===== src/rtl/freq_generator.sv =====
`timescale 1ns/1ps
// freq_generator: programmable 50 % duty square-wave source.
//
// A request in Hz is range-checked, then converted to a half-period in clock
// cycles by an iterative restoring divider (one quotient bit per cycle), after
// which the output toggles every halfPeriod cycles.
//
// Ports:
//   clock      system clock, rising edge
//   reset      asynchronous, active-high reset
//   freqIn     requested frequency in Hz, sampled when load is accepted
//   load       single-cycle request strobe, ignored while busy
//   busy       divider running
//   error      last accepted request was out of range (0 or above CLK_HZ/2)
//   signalOut  generated square wave
//   edgeCount  (FREQ_GEN_EDGE_COUNT_EN only) rising edges of signalOut since
//              the last accepted load, wrapping
//
// Optional feature macro: FREQ_GEN_EDGE_COUNT_EN.
module freq_generator #(
  parameter int unsigned CLK_HZ = 50000000,
  parameter int unsigned WIDTH  = 32
) (
  input  logic             clock,
  input  logic             reset,
  input  logic [WIDTH-1:0] freqIn,
  input  logic             load,
  output logic             busy,
  output logic             error,
  output logic             signalOut
`ifdef FREQ_GEN_EDGE_COUNT_EN
  ,
  output logic [WIDTH-1:0] edgeCount
`endif
);

  localparam int unsigned      IterW    = (WIDTH > 1) ? $clog2(WIDTH) : 1;
  localparam logic [WIDTH-1:0] MaxFreq  = WIDTH'(CLK_HZ / 2);
  localparam logic [WIDTH-1:0] Dividend = WIDTH'(CLK_HZ);
  localparam logic [IterW-1:0] LastIter = IterW'(WIDTH - 1);

  typedef enum logic [1:0] {StIdle, StDivide, StRun} state_e;

  state_e state_q, state_d;

  logic [WIDTH:0]   divisor_q, divisor_d;
  logic [WIDTH-1:0] rem_q, rem_d;
  logic [WIDTH-1:0] quot_q, quot_d;
  logic [IterW-1:0] iter_q, iter_d;
  logic [WIDTH-1:0] half_q, half_d;
  logic [WIDTH-1:0] phase_q, phase_d;
  logic             error_q, error_d;
  logic             sig_q, sig_d;
`ifdef FREQ_GEN_EDGE_COUNT_EN
  logic [WIDTH-1:0] edge_q, edge_d;
`endif

  logic             accept;
  logic             req_valid;
  logic             div_done;
  logic             phase_wrap;
  logic [WIDTH:0]   rem_shift;
  logic [WIDTH+1:0] rem_diff;
  logic             rem_fits;
  logic [WIDTH-1:0] rem_next;
  logic [WIDTH-1:0] quot_shift;
  logic             unused_diff_bit;

  assign accept     = load && (state_q != StDivide);
  assign req_valid  = (freqIn != '0) && (freqIn <= MaxFreq);
  assign div_done   = (state_q == StDivide) && (iter_q == LastIter);
  assign phase_wrap = (phase_q == half_q - WIDTH'(1));

  // Restoring step: dividend bits leave the top of quot_q while quotient bits
  // enter at the bottom. A valid divisor is at most CLK_HZ < 2^WIDTH, so the
  // remainder always fits in WIDTH bits; the borrow out of the widened
  // subtraction decides whether the trial subtraction is kept.
  assign rem_shift       = {rem_q, quot_q[WIDTH-1]};
  assign rem_diff        = {1'b0, rem_shift} - {1'b0, divisor_q};
  assign rem_fits        = ~rem_diff[WIDTH+1];
  assign rem_next        = rem_fits ? rem_diff[WIDTH-1:0] : rem_shift[WIDTH-1:0];
  assign quot_shift      = {quot_q[WIDTH-2:0], rem_fits};
  assign unused_diff_bit = rem_diff[WIDTH];

  // State register
  always_ff @(posedge clock or posedge reset) begin
    if (reset) begin
      state_q <= StIdle;
    end else begin
      state_q <= state_d;
    end
  end

  // Next-state logic
  always_comb begin
    state_d = state_q;
    if (accept) begin
      state_d = req_valid ? StDivide : StIdle;
    end else if (div_done) begin
      state_d = StRun;
    end
  end

  // Datapath next-state
  always_comb begin
    divisor_d = divisor_q;
    rem_d     = rem_q;
    quot_d    = quot_q;
    iter_d    = iter_q;
    half_d    = half_q;
    phase_d   = phase_q;
    error_d   = error_q;
    sig_d     = sig_q;
`ifdef FREQ_GEN_EDGE_COUNT_EN
    edge_d    = edge_q;
`endif
    if (accept) begin
      // Any accepted request abandons the current waveform at once.
      error_d = ~req_valid;
      sig_d   = 1'b0;
      phase_d = '0;
`ifdef FREQ_GEN_EDGE_COUNT_EN
      edge_d  = '0;
`endif
      if (req_valid) begin
        divisor_d = {freqIn, 1'b0};
        rem_d     = '0;
        quot_d    = Dividend;
        iter_d    = '0;
      end
    end else begin
      case (state_q)
        StDivide: begin
          rem_d  = rem_next;
          quot_d = quot_shift;
          iter_d = iter_q + IterW'(1);
          if (div_done) begin
            half_d  = quot_shift;
            phase_d = '0;
            sig_d   = 1'b0;
          end
        end
        StRun: begin
          if (phase_wrap) begin
            phase_d = '0;
            sig_d   = ~sig_q;
`ifdef FREQ_GEN_EDGE_COUNT_EN
            if (!sig_q) begin
              edge_d = edge_q + WIDTH'(1);
            end
`endif
          end else begin
            phase_d = phase_q + WIDTH'(1);
          end
        end
        default: ;
      endcase
    end
  end

  // Datapath registers
  always_ff @(posedge clock or posedge reset) begin
    if (reset) begin
      divisor_q <= '0;
      rem_q     <= '0;
      quot_q    <= '0;
      iter_q    <= '0;
      half_q    <= '0;
      phase_q   <= '0;
      error_q   <= 1'b0;
      sig_q     <= 1'b0;
`ifdef FREQ_GEN_EDGE_COUNT_EN
      edge_q    <= '0;
`endif
    end else begin
      divisor_q <= divisor_d;
      rem_q     <= rem_d;
      quot_q    <= quot_d;
      iter_q    <= iter_d;
      half_q    <= half_d;
      phase_q   <= phase_d;
      error_q   <= error_d;
      sig_q     <= sig_d;
`ifdef FREQ_GEN_EDGE_COUNT_EN
      edge_q    <= edge_d;
`endif
    end
  end

  // Outputs
  always_comb begin
    busy      = (state_q == StDivide);
    error     = error_q;
    signalOut = sig_q;
`ifdef FREQ_GEN_EDGE_COUNT_EN
    edgeCount = edge_q;
`endif
  end

endmodule


===== config.mk =====
export PLATFORM = sky130hd
export DESIGN_NAME = freq_generator
export DESIGN_NICKNAME = d
export VERILOG_FILES = /design/src/rtl/freq_generator.sv
export SDC_FILE = /design/constraint.sdc
export NUM_CORES = 1
export LEC_CHECK = 0
export ABC_AREA = 1
export CORE_MARGIN = 4
export CORE_UTILIZATION = 58
export DETAILED_ROUTE_END_ITERATION = 8
export PLACE_DENSITY = 0.81
export SLEW_MARGIN = 15
export SYNTH_ARGS = -nofsm -noshare
export SYNTH_HDL_FRONTEND = slang
export SYNTH_SLANG_ARGS = --single-unit

===== constraint.sdc =====
create_clock -name clock -period 13.3 [get_ports clock]
set_input_delay 3.99 -clock clock [delete_from_list [all_inputs] [get_ports clock]]
set_output_delay 3.99 -clock clock [all_outputs]
set_load 0.02 [all_outputs]

==> impl_metrics.py, run 1 <==
metrics = {
    "synthesis": {
        "synth_top_area_cell": "dfrtp_1",
        "ys.flop_type": "dfrtp_1",
        "avgSynthCellArea_um2": 7.10,
        "ys_warn_count": 0,
        "ys_ff_latch": 169,
        "yosysSeqAreaShare_pct": 37.9,
        "yosysMostFrequentCell": "nand2_1",
        "synthTopCellsByArea": "dfrtp_1 38%, nand2_1 14%, inv_1 6.3%",
        "yosysUniqueCellTypes": 45,
        "yosys-top-cells-count": "409 x nand2_1, 187 x inv_1, 169 x dfrtp_1",
        "synth_top_area_share_pct": 37.9,
        "syn_nets": 1644,
        "synth_edf_count": 0,
        "synthCells": 1572,
        "postSynth.asyncResetShare_pct": 100,
        "synthesis.area_mm2": 0.0112,
    },
    "clock_tree": {
        "clockRootBuffer": "clkbuf_16",
        "postCtsSetupBuffers": 0,
        "clk_path_buf_depth": 2,
        "clkTransAtPathRegs_ns": 0.07,
        "post_cts_resized": 0,
        "cts_tree": "done",
        "cts_made_buffers": 17,
        "clk_latency_ns": 0.43,
        "htree_num_levels": 4,
        "cts_sinks": 169,
        "holdBufCountCts": 0,
    },
    "detailed_routing": {
        "vias": 10300,
        "wl_per_cell_um": 15.2,
        "routed_wl_mm": 28.3,
        "via_per_inst": 5.53,
        "drt_iter0_markers": 798,
        "ant_nets": 0,
        "firstDrtPassIters": 6,
        "drc": 0,
    },
    "sta": {
        "drv_slew": 0,
        "tightest_slew_ns": 1.11,
        "min_period_ns": 6.60,
        "hold_violations": 0,
        "slew_headroom_pct": 25.6,
        "setup_ws_ns": 6.70,
        "hold_ws_ns": 0.485,
        "skew_ns": 0.0103,
        "rsz0062_at_grt": "no",
        "clock.fmax_ghz": 0.151,
        "final_min_period_over_clock_period_pct": 49.6,
        "setup_viol": 0,
        "setup_tns_ns": 0,
    },
    "die": {
        "rows": 50,
        "core_mm2": 0.0188,
        "dieHeight_um": 147,
        "die_area_mm2": 0.0215,
        "start_util_pct": 59.3,
        "io_pins": 38,
        "die_w_um": 147,
    },
    "global_route": {
        "antenna_found_initial": 0,
        "met3_usage_pct": 3.92,
        "grt_max_degree": 89,
        "grt-busiest-layer": "met2",
        "grt_pass1_wl_mm": 47.5,
        "grt_pass1_vias": 9684,
        "use_met2_pct": 44.8,
        "grt_overflow": 0,
        "grt_usage_pct": 26.8,
        "use_met1_pct": 35.5,
    },
    "power_and_ir_drop": {
        "power_w": 0.00201,
        "ir_drop_mv": 0.108,
        "p_leak_nw": 6.05,
        "p_per_area_mw_per_mm2": 164,
    },
    "worst_setup_path": {
        "crit_path_top_delay_cell": "inv_1",
        "cp_max_fo": 40,
        "cp.required_ns": 13.56,
        "crit_path_end_kind": "flop",
        "crit_start": "load",
        "crit_type": "input port to flop",
        "r2r_cells": 9,
        "arrival_ns": 6.86,
        "path_cells": "clkdlybuf4s50_1 -> nand2_1 -> inv_1 -> nand3_1 -> a41oi_1 -> nand2_2 -> inv_1 -> o21ai_0",
        "worstSetupStartpointType": "input port",
        "cpMostUsedCell": "inv_1",
        "cp_slowest_stage_delay_ns": 0.89,
        "crit-reg2reg-launch": "state_q[0]",
    },
    "status": {
        "status": "finished, final reports clean",
    },
    "hold_path": {
        "hold_class": "flop to flop",
        "hold_depth": 2,
        "hp-start": "divisor_q[16]",
    },
    "placed_design": {
        "dp_hpwl_mm": 20.8,
        "pre_cts_ws_ns": 6.23,
        "io_buffers": 37,
        "gp_congestion": 0.980,
    },
    "final_layout": {
        "finish.utilization_pct": 65.2,
        "final_net_count": 1657,
        "synthToLayoutAreaGrowth_pct": 9.97,
        "drive_gt1_share_pct": 5.70,
        "diodes": 0,
    },
    "run": {
        "maxCapViolCount": 0,
    },
}
[area by class of cell]
class / count / area [µm²]
Sequential cell: 169 / 4230
Clock buffer: 22 / 484
Fill cell: 1635 / 6560
Clock inverter: 9 / 90.1
Multi-Input combinational cell: 1158 / 5990
Timing Repair Buffer: 43 / 415
Inverter: 196 / 741
Tap cell: 260 / 325
[sequential cells by signal (all words and copies together) (netlist names)]
signal	cells
divisor_q	32
half_q	32
phase_q	32
quot_q	32
rem_q	32
iter_q	5
state_q	2
error	1
signalOut	1
[kinds of logic (layout without fill, tap and decap cells)]
kind of cell             count (synthesis)  after routing  share of synthesized area [%]
AND/OR/NAND/NOR                        835            835                           33.2
AO/OA/AOI/OAI                          216            216                           10.6
buffers and inverters                  245            270                           8.52
flip-flops                             169            169                           37.9
adder cells (fa/ha/maj)                 37             37                           4.21
XOR/XNOR                                70             70                           5.56
[metrics by stage]
stage               cells  area (µm²)
global placement     1826       11700
CTS                  1857       12300
global route         1857       12300
detailed placement   1826       11700
finish               1857       12300
floorplan            1572       11200
[final timing paths]
| path | endpoint | slack, ns |
|---|---|---|
| setup / recovery | divisor_q[25] | 6.70 |
| hold / removal | divisor_q[16] | 0.49 |
| setup reg to reg | divisor_q[25] | 9.54 |
| hold reg to reg | divisor_q[16] | 0.49 |
| max in group asynchronous | half_q[18] | 7.70 |
| min in group asynchronous | state_q[1] | 4.10 |
[cells in the final DEF (no fill, tap or decap), types with 37 or more instances in the layout]
master,synthesis,routed
nand4_1,40,40
a21oi_1,64,64
nor2_1,154,153
clkdlybuf4s50_1,0,37
nand2_1,409,407
xor2_1,47,47
inv_1,187,186
o21ai_0,105,105
dfrtp_1,169,169
nand3_1,140,140
[worst max-delay path, delay by kind of cell]
kind | cells | cell delay (ns)
buffers and inverters | 3 | 1.73
AOI/OAI and AO/OA | 2 | 0.42
and+or+nand+nor | 3 | 0.71
[per-layer routing]
metal / wire (µm) / vias to the layer above
met5: 0 / -
met3: 1410 / 63
met1: 12300 / 4748
met2: 13600 / 318
met4: 961 / 0
li1: - / 5137
[power breakdown]
part	switching (W)	leakage (nW)	internal, W	total [W]
registers	0.0000707	2.02	0.000594	0.000664
clock network	0.000211	0.279	0.000278	0.000489
logic	0.000552	3.74	0.000307	0.000859
Note: power is estimated with default switching activity, not from simulation.
==> inputs of run 2 (changes only) <==
==> constraint.sdc (replaced) <==
create_clock -name clock -period 6.35 [get_ports clock]
set_input_delay 1.905 -clock clock [delete_from_list [all_inputs] [get_ports clock]]
set_output_delay 1.905 -clock clock [all_outputs]
set_load 0.02 [all_outputs]
==> run 2 against run 1 <==
Clock skew is essentially flat. Sequential power grew 110%. Sequential cell count is the same. Combinational power is 120% higher. Global-route usage rose by 0.97 points. Via count grew 2.5%. Non-clock buffer count grew 2. First-iteration DRC count increased by 5.9%. Cell count is 0.11% higher. Critical path type unchanged. Critical endpoint is now quot_q[26]. Largest power group unchanged.
==> impl_metrics.py, run 2 (synthesis gave the netlist of run 1 again) <==
metrics = {
    "status": {
        "status": "finished, final reports clean",
    },
    "detailed_routing": {
        "via_per_inst": 5.66,
        "wl_per_cell_um": 15.9,
        "drc": 0,
        "drt_iter0_markers": 845,
        "routed_wl_mm": 29.5,
        "vias": 10500,
        "firstDrtPassIters": 5,
        "ant_nets": 0,
    },
    "power_and_ir_drop": {
        "p_leak_nw": 6.07,
        "p_per_area_mw_per_mm2": 349,
        "ir_drop_mv": 0.207,
        "power_w": 0.00431,
    },
    "hold_path": {
        "hold_end": "divisor_q[16]",
        "hold_class": "flop to flop",
        "hold_depth": 2,
        "hp-start": "divisor_q[16]",
    },
    "clock_tree": {
        "cts_sinks": 169,
        "clkTransAtPathRegs_ns": 0.07,
        "holdBufCountCts": 0,
        "postCtsSetupBuffers": 0,
        "cts_tree": "done",
        "htree_num_levels": 4,
        "clockRootBuffer": "clkbuf_16",
        "cts_made_buffers": 17,
        "clk_path_buf_depth": 2,
        "post_cts_resized": 0,
        "clk_latency_ns": 0.43,
    },
    "die": {
        "die_area_mm2": 0.0215,
        "core_mm2": 0.0188,
        "die_w_um": 147,
        "rows": 50,
        "io_pins": 38,
        "dieHeight_um": 147,
        "start_util_pct": 59.3,
    },
    "sta": {
        "min_period_ns": 4.45,
        "slew_headroom_pct": 34.0,
        "skew_ns": 0.0106,
        "final_min_period_over_clock_period_pct": 70.1,
        "setup_tns_ns": 0,
        "hold_ws_ns": 0.494,
        "drv_slew": 0,
        "hold_violations": 0,
        "tightest_slew_ns": 0.986,
        "rsz0062_at_grt": "no",
        "clock.fmax_ghz": 0.225,
        "setup_viol": 0,
    },
    "global_route": {
        "antenna_found_initial": 0,
        "grt_usage_pct": 27.8,
        "grt_pass1_vias": 10200,
        "grt_pass1_wl_mm": 49.2,
        "grt_max_degree": 125,
        "grt_overflow": 0,
    },
    "worst_setup_path": {
        "crit_path_end_kind": "flop",
        "arrival_ns": 4.70,
        "worstSetupStartpointType": "input port",
        "cp_max_fo": 26,
        "cp.required_ns": 6.60,
        "r2r_setup_slack_ns": 2.56,
        "r2r_cells": 17,
        "crit_type": "input port to flop",
        "rr_endpoint": "rem_q[6]",
        "crit-reg2reg-launch": "rem_q[0]",
    },
    "final_layout": {
        "layout_common_cells": "407 x nand2_1, 185 x inv_1, 169 x dfrtp_1, 153 x nor2_1, 140 x nand3_1",
        "drive_gt1_share_pct": 5.88,
        "final_cell_area_mm2": 0.0123,
        "multi_input_area_mm2": 0.00599,
        "ff_latch_area_mm2": 0.00423,
        "nFillCells": 1622,
        "fin_cells": 1859,
        "layout_commonest_cell": "nand2_1",
        "final_net_count": 1659,
        "synthToLayoutAreaGrowth_pct": 10.5,
        "diodes": 0,
    },
    "placed_design": {
        "dp_hpwl_mm": 21.2,
        "gp_congestion": 0.983,
        "io_buffers": 37,
        "post-place-cells": 1827,
        "dpl_cell_area_mm2": 0.0117,
    },
    "run": {
        "maxCapViolCount": 0,
    },
}
==> run 2: how the worst max path moves through the flow <==
| stage | end | startpoint | depth (start not counted) |
|---|---|---|---|
| global route | quot_q[25] | load | 9 |
| finish | quot_q[26] | load | 8 |
| CTS | divisor_q[2] | load | 8 |
| global placement | divisor_q[3] | load | 8 |
| floorplan | divisor_q[10] | reset | 1 |
| detailed placement | divisor_q[2] | load | 8 |
==> run 2: metal layers <==
metal  routed length [µm]  up-vias  track usage [%]  part of all wire [%]
li1                     -     5132                -                     -
met1                12600     4957             35.4                    43
met2                14400      343             47.6                    49
met3                 1410       90             4.66                   4.8
met4                 1050        0             10.4                   3.6
met5                    0        -                0                     0
==> run 2: layout make-up <==
type / instances / area share (%)
Inverter: 196 / 5.99
Clock buffer: 19 / 3.59
Timing Repair Buffer: 45 / 3.75
Multi-Input combinational cell: 1158 / 48.5
Tap cell: 260 / 2.64
Clock inverter: 12 / 1.22
Sequential cell: 169 / 34.3
==> run 2: critical path, cell delays in order <==
cell and delay (ns):
clkdlybuf4s50_1 0.53, nand2_1 0.28, inv_1 0.29, nand3_1 0.21, a41oi_1 0.30, nand2_2 0.27
nand2_1 0.68, o22ai_1 0.23
==> run 2: through the flow <==
stage / worst slack (ns) / utilization, %
finish: 1.90 / 65.5
global route: 1.68 / 65.5
CTS: 1.72 / 65.4
floorplan: 2.29 / -
detailed placement: 1.35 / 62.2
global placement: 1.48 / 62.2
==> run 2: power by group <==
| part | switching [W] | internal [W] |
|---|---|---|
| clock | 0.000468 | 0.000602 |
| combinational | 0.00120 | 0.000646 |
| sequential | 0.000150 | 0.00124 |
==> inputs of run 3 (changes only) <==
==> constraint.sdc (replaced) <==
create_clock -name clock -period 4.21 [get_ports clock]
set_input_delay 1.263 -clock clock [delete_from_list [all_inputs] [get_ports clock]]
set_output_delay 1.263 -clock clock [all_outputs]
set_load 0.02 [all_outputs]
==> run 3 against run 2 <==
Via count shrank 1.2%. Wire length fell by 2.7%. Cell count rose by 0.43%. Power is 49% higher. Clock power is 47% higher. Combinational power up 49%. Critical path depth up 9. Final area grew 0.35%. Core utilization increased by 0.23 points. Largest power group unchanged. Highest routed layer unchanged.
==> impl_metrics.py, run 3 (synthesis gave the netlist of run 1 again) <==
metrics = {
    "final_layout": {
        "synthToLayoutAreaGrowth_pct": 10.9,
        "diodes": 0,
        "layout_common_cells": "407 x nand2_1, 186 x inv_1, 169 x dfrtp_1, 153 x nor2_1, 140 x nand3_1",
        "fin_cells": 1867,
        "drive_gt1_share_pct": 6.29,
        "final_net_count": 1666,
        "nFillCells": 1611,
        "layout_commonest_cell": "nand2_1",
    },
    "worst_setup_path": {
        "crit_type": "flop to flop",
        "cp.required_ns": 4.57,
        "crit_path_end_kind": "flop",
        "cp_max_fo": 43,
        "worstSetupStartpointType": "flop",
        "arrival_ns": 3.75,
    },
    "detailed_routing": {
        "wl_per_cell_um": 15.4,
        "routed_wl_mm": 28.7,
        "drt_iter0_markers": 885,
        "ant_nets": 0,
        "via_per_inst": 5.57,
        "firstDrtPassIters": 7,
        "drc": 0,
        "vias": 10400,
    },
    "global_route": {
        "grt_pass1_vias": 9778,
        "grt_pass1_wl_mm": 47.7,
        "grt_max_degree": 89,
        "antenna_found_initial": 0,
        "grt_usage_pct": 26.9,
        "grt_overflow": 0,
    },
    "sta": {
        "final_min_period_over_clock_period_pct": 80.4,
        "tightest_slew_ns": 0.703,
        "setup_viol": 0,
        "rsz0062_at_grt": "no",
        "drv_slew": 0,
        "min_period_ns": 3.39,
        "skew_ns": 0.0114,
        "setup_tns_ns": 0,
        "clock.fmax_ghz": 0.295,
        "hold_violations": 0,
        "slew_headroom_pct": 52.6,
        "hold_ws_ns": 0.486,
    },
    "die": {
        "start_util_pct": 59.3,
        "core_mm2": 0.0188,
        "io_pins": 38,
        "die_area_mm2": 0.0215,
        "dieHeight_um": 147,
        "die_w_um": 147,
        "rows": 50,
    },
    "power_and_ir_drop": {
        "p_leak_nw": 6.10,
        "p_per_area_mw_per_mm2": 518,
        "power_w": 0.00642,
        "ir_drop_mv": 0.297,
    },
    "placed_design": {
        "gp_congestion": 1.02,
        "post-place-cells": 1835,
        "io_buffers": 37,
        "dp_hpwl_mm": 20.9,
    },
    "clock_tree": {
        "clockRootBuffer": "clkbuf_16",
        "post_cts_resized": 0,
        "clk_path_buf_depth": 2,
        "postCtsSetupBuffers": 0,
        "holdBufCountCts": 0,
        "cts_tree": "done",
        "clkTransAtPathRegs_ns": 0.06,
        "cts_made_buffers": 17,
        "htree_num_levels": 4,
        "cts_sinks": 169,
        "clk_latency_ns": 0.43,
    },
    "hold_path": {
        "hold_class": "flop to flop",
    },
    "run": {
        "maxCapViolCount": 0,
    },
    "status": {
        "status": "finished, final reports clean",
    },
}
run 3: cell types whose count changed in the layout (fill, tap and decap cells not counted), sizes merged:
cell,delta
inv,-8
buf,+7
clkinv,+6
clkbuf,+2
clkinvlp,+1
run 3: worst max-delay path: stages, from the launching register on:
cell and delay [ns]:
dfrtp_1 0.37, inv_1 0.08, ha_1 0.22, fa_1 0.42, inv_1 0.07, nand2_1 0.06
o21ai_2 0.18, a21oi_1 0.15, o21bai_2 0.29, nand2_1 0.09, nand2_1 0.15, nand3_1 0.11
nand2_2 0.23, buf_4 0.44, nand2_1 0.21, nand2_1 0.12, nand2_1 0.07, nand2_1 0.06
run 3: routing by layer:
layer,track usage (%),vias to the layer above,part of all wire (%)
li1,-,5150,-
met1,35.3,4855,44
met2,45.9,334,49
met3,3.95,54,5.0
met4,8.65,0,2.4
met5,0,-,0
run 3: final cells by class:
| type | instances | area (µm²) | share of cell area (%) |
|---|---|---|---|
| Tap cell | 260 | 325 | 2.63 |
| Clock buffer | 21 | 470 | 3.80 |
| Multi-Input combinational cell | 1158 | 5990 | 48.4 |
| Timing Repair Buffer | 52 | 508 | 4.10 |
| Inverter | 196 | 739 | 5.97 |
| Clock inverter | 11 | 121 | 0.980 |
| Sequential cell | 169 | 4230 | 34.2 |
run 3: per-stage QoR:
stage | utilization [%] | setup WS, ns | area [µm²]
floorplan | - | 0.792 | 11200
global placement | 62.6 | 0.466 | 11800
detailed placement | 62.6 | 0.509 | 11800
CTS | 65.8 | 0.861 | 12400
global route | 65.8 | 0.622 | 12400
finish | 65.8 | 0.824 | 12400
run 3: worst paths after layout:
check                         startpoint       endpoint  slack, ns  depth (start not counted)
setup / recovery                rem_q[0]      rem_q[30]       0.82                         17
hold / removal             divisor_q[13]  divisor_q[13]       0.49                          2
setup reg to reg                rem_q[0]      rem_q[30]       0.82                         17
hold reg to reg            divisor_q[13]  divisor_q[13]       0.49                          2
max in group asynchronous          reset     half_q[18]       2.10                          3
min in group asynchronous          reset    phase_q[26]       1.25                          2
run 3: power breakdown:
group / total (W) / leakage, nW / internal [W] / switching (W)
registers: 0.00210 / 2.02 / 0.00188 / 0.000228
clock network: 0.00157 / 0.289 / 0.000920 / 0.000647
logic: 0.00275 / 3.79 / 0.000979 / 0.00177
